<file path="src/rtl/divider_32_if.sv">
// Handshake and result bundle between the MIPS control unit and the multi-cycle divider.
// The master (control unit) issues requests, and the slave (divider) returns results and status.
interface divider_32_if #(
   parameter int WIDTH = 32
);
   logic             start;
   logic             is_signed;
   logic [WIDTH-1:0] dividend;
   logic [WIDTH-1:0] divisor;
   logic [WIDTH-1:0] quotient;
   logic [WIDTH-1:0] remainder;
   logic             busy;
   logic             done;
   logic             div_by_zero;

   modport master (
      output start, is_signed, dividend, divisor,
      input  quotient, remainder, busy, done, div_by_zero
   );

   modport slave (
      input  start, is_signed, dividend, divisor,
      output quotient, remainder, busy, done, div_by_zero
   );
endinterface

</file>
<file path="src/rtl/divider_32.sv">
// Restoring shift/subtract divider for DIV/DIVU: one quotient bit per clock, quotient to LO, remainder to HI.
// The results, busy, done and div_by_zero are all registered, so there is no combinational path from the inputs.
module divider_32 #(
   parameter int WIDTH = 32
) (
   input logic         clk,
   input logic         rst,
   divider_32_if.slave bus
);
   localparam int CW = (WIDTH > 2) ? $clog2(WIDTH) : 1;
   localparam logic [CW-1:0] CNT_INIT = CW'(WIDTH - 1);
   localparam logic [CW-1:0] CNT_ONE  = CW'(1);
   localparam logic [CW-1:0] CNT_ZERO = CW'(0);

   typedef enum logic [1:0] {
      S_IDLE = 2'd0,
      S_RUN  = 2'd1,
      S_FIX  = 2'd2
   } state_t;

   state_t           state_r;
   logic [CW-1:0]    cnt_r;
   logic [WIDTH-1:0] p_r;
   logic [WIDTH-1:0] q_r;
   logic [WIDTH-1:0] divisor_r;
   logic [WIDTH-1:0] dividend_raw_r;
   logic             q_neg_r;
   logic             r_neg_r;
   logic             dz_r;
   logic [WIDTH-1:0] quotient_r;
   logic [WIDTH-1:0] remainder_r;
   logic             busy_r;
   logic             done_r;
   logic             dz_out_r;

   logic [WIDTH:0]   p_shift_s;
   logic [WIDTH-1:0] diff_s;
   logic             ge_s;
   logic [WIDTH-1:0] p_next_s;
   logic [WIDTH-1:0] q_next_s;
   logic [WIDTH-1:0] q_res_s;
   logic [WIDTH-1:0] r_res_s;

   function automatic logic [WIDTH-1:0] abs_val(input logic [WIDTH-1:0] v, input logic en);
      if (en && v[WIDTH-1]) begin
         return -v;
      end else begin
         return v;
      end
   endfunction

   // One restoring step plus the sign/divide-by-zero fix-up applied to that step's result
   always_comb begin
      p_shift_s = {p_r, q_r[WIDTH-1]};
      // Partial remainder needs WIDTH+1 bits, but a successful subtract always fits back into WIDTH
      diff_s    = p_shift_s[WIDTH-1:0] - divisor_r;
      ge_s      = (p_shift_s >= {1'b0, divisor_r});
      q_next_s  = {q_r[WIDTH-2:0], ge_s};
      if (ge_s) begin
         p_next_s = diff_s;
      end else begin
         p_next_s = p_shift_s[WIDTH-1:0];
      end
      if (dz_r) begin
         q_res_s = {WIDTH{1'b1}};
         r_res_s = dividend_raw_r;
      end else begin
         q_res_s = q_neg_r ? -q_next_s : q_next_s;
         r_res_s = r_neg_r ? -p_next_s : p_next_s;
      end
   end

   // Control FSM, datapath registers and registered outputs
   always_ff @(posedge clk) begin
      if (rst) begin
         state_r        <= S_IDLE;
         cnt_r          <= CNT_ZERO;
         p_r            <= {WIDTH{1'b0}};
         q_r            <= {WIDTH{1'b0}};
         divisor_r      <= {WIDTH{1'b0}};
         dividend_raw_r <= {WIDTH{1'b0}};
         q_neg_r        <= 1'b0;
         r_neg_r        <= 1'b0;
         dz_r           <= 1'b0;
         quotient_r     <= {WIDTH{1'b0}};
         remainder_r    <= {WIDTH{1'b0}};
         busy_r         <= 1'b0;
         done_r         <= 1'b0;
         dz_out_r       <= 1'b0;
      end else begin
         case (state_r)
            S_IDLE: begin
               done_r <= 1'b0;
               if (bus.start) begin
                  q_r            <= abs_val(bus.dividend, bus.is_signed);
                  divisor_r      <= abs_val(bus.divisor, bus.is_signed);
                  dividend_raw_r <= bus.dividend;
                  q_neg_r        <= bus.is_signed & (bus.dividend[WIDTH-1] ^ bus.divisor[WIDTH-1]);
                  r_neg_r        <= bus.is_signed & bus.dividend[WIDTH-1];
                  dz_r           <= (bus.divisor == {WIDTH{1'b0}});
                  p_r            <= {WIDTH{1'b0}};
                  cnt_r          <= CNT_INIT;
                  busy_r         <= 1'b1;
                  state_r        <= S_RUN;
               end else begin
                  busy_r  <= 1'b0;
                  state_r <= S_IDLE;
               end
            end
            S_RUN: begin
               p_r   <= p_next_s;
               q_r   <= q_next_s;
               cnt_r <= cnt_r - CNT_ONE;
               // Last step: results land together with done so the FIX cycle is the done cycle
               if (cnt_r == CNT_ZERO) begin
                  quotient_r  <= q_res_s;
                  remainder_r <= r_res_s;
                  dz_out_r    <= dz_r;
                  done_r      <= 1'b1;
                  state_r     <= S_FIX;
               end else begin
                  state_r <= S_RUN;
               end
            end
            S_FIX: begin
               done_r  <= 1'b0;
               busy_r  <= 1'b0;
               state_r <= S_IDLE;
            end
            default: begin
               done_r  <= 1'b0;
               busy_r  <= 1'b0;
               state_r <= S_IDLE;
            end
         endcase
      end
   end

   assign bus.quotient    = quotient_r;
   assign bus.remainder   = remainder_r;
   assign bus.busy        = busy_r;
   assign bus.done        = done_r;
   assign bus.div_by_zero = dz_out_r;
endmodule

</file>
<file path="src/flat_wrapper.sv">
// flat-port wrapper written by rule: the top's interface ports become plain ports
module divider_32_flat 
#(
   parameter int WIDTH = 32
)
  (clk, rst, bus_start, bus_is_signed, bus_dividend, bus_divisor, bus_quotient, bus_remainder, bus_busy, bus_done, bus_div_by_zero);
  divider_32_if #(.WIDTH(WIDTH)) bus_i ();
  input logic clk;
  input logic rst;
  input wire logic [$bits(bus_i.start)-1:0] bus_start;
  input wire logic [$bits(bus_i.is_signed)-1:0] bus_is_signed;
  input wire logic [$bits(bus_i.dividend)-1:0] bus_dividend;
  input wire logic [$bits(bus_i.divisor)-1:0] bus_divisor;
  output wire logic [$bits(bus_i.quotient)-1:0] bus_quotient;
  output wire logic [$bits(bus_i.remainder)-1:0] bus_remainder;
  output wire logic [$bits(bus_i.busy)-1:0] bus_busy;
  output wire logic [$bits(bus_i.done)-1:0] bus_done;
  output wire logic [$bits(bus_i.div_by_zero)-1:0] bus_div_by_zero;
  assign bus_i.start = bus_start;
  assign bus_i.is_signed = bus_is_signed;
  assign bus_i.dividend = bus_dividend;
  assign bus_i.divisor = bus_divisor;
  assign bus_quotient = bus_i.quotient;
  assign bus_remainder = bus_i.remainder;
  assign bus_busy = bus_i.busy;
  assign bus_done = bus_i.done;
  assign bus_div_by_zero = bus_i.div_by_zero;
  divider_32 #(.WIDTH(WIDTH)) u_core (.clk(clk), .rst(rst), .bus(bus_i));
endmodule
</file>
<file path="config.mk">
export PLATFORM = sky130hd
export DESIGN_NAME = divider_32_flat
export DESIGN_NICKNAME = d
export VERILOG_FILES = /design/src/rtl/divider_32_if.sv /design/src/rtl/divider_32.sv /design/src/flat_wrapper.sv
export SDC_FILE = /design/constraint.sdc
export NUM_CORES = 1
export LEC_CHECK = 0
export CAP_MARGIN = 20
export CORE_MARGIN = 5
export CORE_UTILIZATION = 34
export CTS_CLUSTER_SIZE = 28
export DETAILED_ROUTE_END_ITERATION = 10
export SLEW_MARGIN = 25
export SYNTH_ARGS = -nofsm -noshare
export SYNTH_HDL_FRONTEND = slang
export SYNTH_SLANG_ARGS = --single-unit
</file>
<file path="constraint.sdc">
create_clock -name clk -period 7.8 [get_ports clk]
set_input_delay 1.17 -clock clk [delete_from_list [all_inputs] [get_ports clk]]
set_output_delay 1.17 -clock clk [all_outputs]
set_load 0.05 [all_outputs]
</file>
==> metrics.csv <==
stage;metric;value;unit
status;status;finished, final reports clean;
timing;hold_viol_final;0;
critical_path;critical-path-slowest-cell;or4b_1;
global_route;grt_pass1_wl;68800;um
clock_tree;clkLatencyLatePin;0.53;ns
global_route;grt_remaining_overflow;0;
hold_path;min_delay_path_depth;2;
synthesis;synth_xor_area_share;8.04;%
route;ant_nets;0;
place;port_buffers;134;
synthesis;synth_edf_count;0;
timing;maxSlewHeadroom;34.0;%
global_route;grt_usage;20.4;%
clock_tree;clockBufferDepth;3;
critical_path;crit_buf_inv;2;
timing;drv_slew;0;
finish;stdcell_area;15200;um2
timing;worst_pin_slew;0.987;ns
synthesis;ys_seq_area_share;32.2;%
route;drt_iter0_markers;1107;
die;dieArea;41400;um2
timing;hold_ws;0.452;ns
place;gp_congestion;0.917;
critical_path;slowest_delay;0.62;ns
die;core_area;37300;um2
die;io-pin-count;135;
critical_path;reg2reg_depth;19;
timing;tns;0;ns
place;dp_hpwl;32000;um
critical_path;crit_chain;inv_1 -> ha_1 -> nand4_1 -> nor3_2 -> o21ai_1 -> a31o_1 -> nand2_1 -> buf_4 -> nand2_1 -> o21ai_0 -> ha_1 -> nand2_1 -> nor3_1 -> or3b_1 -> o32a_1 -> or4b_1 -> o41a_1 -> mux2i_1 -> a21oi_1;
timing;rsz0062_at_grt;false;
synthesis;avgSynthCellArea;7.66;um2
timing;worst_clock_skew;0.0176;ns
clock_tree;post_cts_resized;0;
critical_path;critPathMostFrequentCell;nand2_1;
route;via_count;12800;
synthesis;ys_warn_count;0;
critical_path;cp-start-kind;register;
critical_path;critPathTopFamily;simple AND/OR/NAND/NOR gates;
synthesis;ys_ff_latch;205;
critical_path;critPathArrivalTime;6.16;ns
synthesis;netlist_area;12700;um2
route;routed_via_density;5.77;
synthesis;synth_top_family_by_area;compound AO/OA/AOI/OAI gates;
clock_tree;cts_tree;done;
critical_path;cp_data_required_time;8.22;ns
clock_tree;cts.sinks;205;
finish;multi_input_area;8000;um2
clock_tree;clk_pin_slew;0.06;ns
finish;syn_to_final_growth;19.7;%
die;dieHeight;204;um
critical_path;crit_type;register to register;
power;leakage;5.60;nW
power;power;4.78;mW
synthesis;synth_ff_type;dfxtp_1;
timing;fmax;174;MHz
route;drc;0;
clock_tree;htree_levels;1;
finish;fin_util;40.9;%
finish;drive_gt1_share;5.37;%
synthesis;muxShareOfSynthArea;2.08;%
route;wl;43900;um
synthesis;synth_compound_gate_area_share;27.1;%
die;initial_core_util;34.1;%
job;cap_violations;0;
critical_path;endpoint_kind;register;
finish;nNetsFinal;1836;
critical_path;cp.depth;19;
place;dpl_cell_area;14400;um2
timing;timing.final.crit_period;5.74;ns
clock_tree;postCtsHoldBufs;0;
die;die_w;204;um
synthesis;syn-num-nets;1768;
synthesis;ys_async_sr_fraction;0;%
synthesis;synth_cells;1662;
die;rows;71;
hold_path;holdCritPathClass;register to register;
synthesis;yosys.area_share.simple;21.6;%
finish;fillerInstances;3875;
global_route;grt_pass1_vias;12200;
clock_tree;cts_setup_buffers;0;
global_route;antenna_found_initial;2;
critical_path;crit_fanout;37;
global_route;grt_start_max_net_pins;84;
route;drt-pass1-iter-count;8;
power;peakVddDrop;0.205;mV
finish;register_area;4110;um2
timing;period_share;73.6;%
synthesis;synthDistinctLibCells;90;
timing;setup_viol;0;
clock_tree;numCtsBuffers;26;
power;powerDensity;314;nW/um2
clock_tree;cts_root_buf;clkbuf_16;
synthesis;synthAdderAreaFrac;3.79;%
route;wl_per_cell;19.7;um
==> worst reg2reg max path: cells and delay by family, from the launching register on <==
family	cells	cell delay, ns
fa+ha+maj	2	0.76
mux	1	0.16
simple gates	8	2.10
flops	1	0.33
buf+inv	2	0.54
compound gates	6	1.76
==> Yosys cell counts (all sizes together), types with 25 or more instances <==
cell	number	share of area (%)
xnor2	47	3.2
nand2	215	6.4
a21oi	136	5.4
nand3	32	1.3
inv	55	1.6
a211oi	43	2.6
nor2	166	4.9
a222oi	30	2.4
ha	37	3.6
o31ai	32	2.0
nor3	39	1.6
clkbuf	90	2.7
or3	27	1.3
xor2	70	4.8
o21ai	121	4.8
dfxtp	205	32
a31oi	25	1.2
==> report_power, final <==
group | internal (mW) | switching, mW
clock | 0.732 | 0.477
sequential | 1.15 | 0.0896
combinational | 0.822 | 1.52
==> cell usage in the layout (no fill, tap or decap), types with 9 or more instances in the layout <==
| cell | n |
|---|---|
| or4_1 | 9 |
| a311oi_1 | 21 |
| a21oi_1 | 135 |
| o31ai_1 | 30 |
| nand3_1 | 32 |
| a211oi_1 | 41 |
| nand2b_1 | 10 |
| buf_4 | 18 |
| o211ai_1 | 12 |
| nor4_1 | 16 |
| o21ai_0 | 116 |
| xor2_1 | 70 |
| nor2_1 | 165 |
| ha_1 | 37 |
| o41ai_1 | 9 |
| a31oi_1 | 24 |
| inv_1 | 55 |
| o21a_1 | 13 |
| a222oi_1 | 30 |
| clkdlybuf4s50_1 | 133 |
| o31a_1 | 9 |
| xnor2_1 | 47 |
| or3_1 | 27 |
| nor3_1 | 38 |
| o22ai_1 | 9 |
| nand4_1 | 17 |
| and2_1 | 11 |
| mux2i_1 | 22 |
| dfxtp_1 | 203 |
| and3_1 | 14 |
| nand2_1 | 213 |
| clkbuf_16 | 27 |
==> final timing paths <==
path / startpoint / to / slack (ns)
worst max-delay path: u_core.divisor_r[16] / u_core.bus.remainder[28] / 2.06
worst min-delay path: u_core.divisor_r[31] / u_core.divisor_r[31] / 0.45
worst max register to register: u_core.divisor_r[16] / u_core.bus.remainder[28] / 2.06
worst min register to register: u_core.divisor_r[31] / u_core.divisor_r[31] / 0.45
==> routing by layer <==
| layer | up-vias | share of wire (%) | track usage (%) |
|---|---|---|---|
| li1 | 6215 | - | - |
| met1 | 6143 | 47 | 28.8 |
| met3 | 74 | 5.7 | 3.16 |
| met5 | - | 0.016 | 0 |
| met2 | 411 | 45 | 32.4 |
| met4 | 2 | 2.8 | 5.59 |
==> registers in the layout, indices dropped and copies added, names as in the netlist, 2 cells and up <==
register,cells
u_core.q_r,32
u_core.p_r,32
u_core.state_r,2
u_core.dividend_raw_r,32
u_core.cnt_r,5
u_core.bus.quotient,32
u_core.bus.remainder,32
u_core.divisor_r,32
==> cell families after synthesis <==
kind of cell               after synthesis
DFF                                    205
buffers and inverters                  167
xor gates and xnor gates               117
adders and majority gates               38
muxes                                   25
and+or+nand+nor                        594
AOI/OAI and AO/OA                      516
==> final cells by class <==
class	instances	share of cell area, %
Antenna cell	1	0.0164
Sequential cell	205	26.9
Multi-Input combinational cell	1290	52.5
Clock inverter	7	0.435
Timing Repair Buffer	152	9.65
Clock buffer	41	5.24
Tap cell	474	3.89
Inverter	55	1.35
==> per-stage QoR <==
stage	cells	worst slack, ns
2_1_floorplan	1662	2.45
3_3_place_gp	2175	2.27
3_5_place_dp	2176	2.16
4_1_cts	2224	2.14
5_1_grt	2224	1.73
6_report	2225	2.06
No activity file was read; power rests on OpenSTA's default activity.
==> RTL edit: new RTL, same settings <==
`WIDTH` is set to 32 in 3 places; all go to 64.
--- a/src/rtl/divider_32_if.sv
+++ b/src/rtl/divider_32_if.sv
@@ -1,7 +1,7 @@
 // Handshake and result bundle between the MIPS control unit and the multi-cycle divider.
 // The master (control unit) issues requests, and the slave (divider) returns results and status.
 interface divider_32_if #(
-   parameter int WIDTH = 32
+   parameter int WIDTH = 64
 );
    logic             start;
    logic             is_signed;
--- a/src/rtl/divider_32.sv
+++ b/src/rtl/divider_32.sv
@@ -1,7 +1,7 @@
 // Restoring shift/subtract divider for DIV/DIVU: one quotient bit per clock, quotient to LO, remainder to HI.
 // The results, busy, done and div_by_zero are all registered, so there is no combinational path from the inputs.
 module divider_32 #(
-   parameter int WIDTH = 32
+   parameter int WIDTH = 64
 ) (
    input logic         clk,
    input logic         rst,
--- a/src/flat_wrapper.sv
+++ b/src/flat_wrapper.sv
@@ -1,7 +1,7 @@
 // flat-port wrapper written by rule: the top's interface ports become plain ports
 module divider_32_flat 
 #(
-   parameter int WIDTH = 32
+   parameter int WIDTH = 64
 )
   (clk, rst, bus_start, bus_is_signed, bus_dividend, bus_divisor, bus_quotient, bus_remainder, bus_busy, bus_done, bus_div_by_zero);
   divider_32_if #(.WIDTH(WIDTH)) bus_i ();
Ports: changed (resized bus_dividend, bus_divisor, bus_quotient and bus_remainder); port bits go from 135 to 263. The function was not compared with the original's and may differ.
==> RTL edit against the unedited design <==
  * Worst setup slack better by 0.091 ns
  * Final area rose by 100%
  * Total power rose by 23%
  * Sequential cell count up 193
  * Synthesized cell count grew 110%
  * Utilization down 0.49 points
  * Sequential share of layout area fell by 1.3 points
  * Routed wire length rose by 130%
  * Area after synthesis is 110% higher
  * Largest power group is now the clock network
==> RTL edit: results (changes against the unedited design) <==
| Result | Value | vs unedited |
|:---|:---|:---|
| Top cells by area, synth | dfxtp_1 (30%), nand2_1 (6.8%), a21oi_1 (6.1%) |  |
| Final net count | 3796 | +110% |
| Lkg Pwr | 0.0116 uW | +110% |
| Nets in the synthesized netlist | 3693 | +110% |
| Critical-path maximum fanout | 11 | -70% |
| Number of fillers in the final layout | 8125 | +110% |
| CTS root buf | clkbuf_16 |  |
| Antenna violations before repair | 3 | +1 |
| Placed Cells | 4587 | +110% |
| Clk_lat worst skew | 0.62 ns | +0.09 ns |
| Int Power | 3950 uW | +46% |
| Worst EP arrival | 6.07 ns | -0.09 ns |
| Register share of total power | 0.383 | +0.125 |
| Clock tree skew after final layout | 0.0413 ns | +0.0237 ns |
| Maximum count of clock buffers along a single path | 3 | unchanged |
| All-layer global routing usage | 0.231 | +0.0276 |
| HPWL after DPL | 75000 um | +130% |
| Worst Hold Class | reg2reg |  |
| Vias post-DR | 26860 | +110% |
| Sequential area share after synthesis | 0.303 | -0.0188 |
| Iteration-0 DRC Markers | 2549 | +130% |
| Non-filler cells, final | 4670 | +110% |
| Worst path slowest cell | dfxtp_1 |  |
| Slack of the critical path | 2.15 ns | +0.0913 ns |
| Via count of the first global-routing pass | 25103 | +110% |
| Clock input transition at the sequential cells of the worst setup and hold paths | 0.06 ns | about the same |
| PostCTS Resize Cnt | 0 | unchanged |
| # port buffers | 262 | +96% |
| Result of the run | finished, final reports clean |  |
| Async set-or-reset flop fraction in the synthesized netlist | 0 | unchanged |
| Number of iterations in the first detailed-routing pass | 8 | unchanged |
| Number of clock buffers inserted by TritonCTS | 45 | +73% |
| Final wirelength | 101000 um | +130% |
| Pre-CTS worst setup slack | 2.18 ns | +0.0196 ns |
| Last weighted congestion value of the routability-driven placer | 0.975 | +6.3% |
| Slew headroom | 0.315 | -0.0248 |
| Netlist cell types | 106 | +18% |
| First-pass GRT wire length | 152000 um | +120% |
| Post-CTS setup buffer count | 0 | unchanged |
| VDD IR-drop max | 0.163 mV | -21% |
| Category of cells accounting for the largest share of critical-path delay | compound AO/OA/AOI/OAI gates |  |
| Most used standard cells in the synthesized netlist | nand2_1 (479), dfxtp_1 (398), a21oi_1 (318) |  |
| Synth warn | 0 | unchanged |
| Maximum number of pins on one net before global-route repair | 147 | +75% |
| Leading register cell type out of synthesis | dfxtp_1 |  |
| H-Tree Level Count | 2 | +1 |
| Share of cells above drive strength 1 | 0.0521 | -0.00159 |
| Mean area per synthesized cell | 7.52 sq um | -1.8% |
| Max stage delay on crit path | 0.48 ns | -0.14 ns |
-- RTL edit: cell types whose count changed after synthesis, sizes merged, moves of 49 or more --
cell    before  now
nand2      215  480
dfxtp      205  398
a21oi      136  321
o21ai      121  293
nor2       166  319
xor2        70  162
clkbuf      90  173
nor3        39   90
inv         55  104
-- RTL edit: power groups by stage --
stage	logic [uW]	registers, uW	clock network, uW
2_1_floorplan	804	2360	0
3_3_place_gp	1330	2290	0
3_5_place_dp	1330	2290	0
4_1_cts	1340	2250	2330
5_1_grt	1460	2270	2420
6_report	1340	2250	2290
-- RTL edit: logic make-up (layout without fill, tap and decap cells) --
group | after synthesis | count (layout) | synth area share
flops | 398 | 398 | 0.303
mux | 55 | 55 | 0.0215
compound gates | 1119 | 1119 | 0.281
xor+xnor | 256 | 256 | 0.0854
buf+inv | 343 | 478 | 0.0518
fa+ha+maj | 70 | 70 | 0.0336
simple gates | 1250 | 1250 | 0.223
other cells | 0 | 4 | 0
-- RTL edit: metrics by stage --
stage	hold WS, ns	power (uW)	area, sq um
after global routing	0.466	6150	31100
after CTS	0.455	5920	31100
after floorplan	0.431	3170	26300
final	0.452	5890	31100
after detailed placement	0.444	3620	29500
after global placement	0.439	3620	29500
-- RTL edit: path summary, 6_finish.rpt --
kind / startpoint / to / cells after the start
max: u_core.p_r[7] / u_core.bus.remainder[46] / 19
min: u_core.dividend_raw_r[42] / u_core.dividend_raw_r[42] / 2
max reg2reg: u_core.p_r[7] / u_core.bus.remainder[46] / 19
min reg2reg: u_core.dividend_raw_r[42] / u_core.dividend_raw_r[42] / 2
-- RTL edit: final cells by class --
class                      instances  area share
timing repair buffer             295      0.0927
sequential                       398       0.256
tap                             1040      0.0418
inverter                         104      0.0125
antenna                            4    0.000322
clock inverter                    20     0.00973
clock buffer                      59      0.0404
multi-input combinational       2750       0.546
-- RTL edit: layer usage --
metal	global-route usage	share of wire	vias up
met5	0	0	-
met4	0.0680	0.032	0
met3	0.0265	0.055	147
met2	0.395	0.48	887
met1	0.307	0.43	12833
li1	-	-	12993
-- RTL edit: tightest hold or removal path, delay by kind of cell, from the launching register on --
family	cells	cell delay, ns
AO/OA/AOI/OAI	1	0.05
flip-flops	1	0.30
AND/OR/NAND/NOR	1	0.05
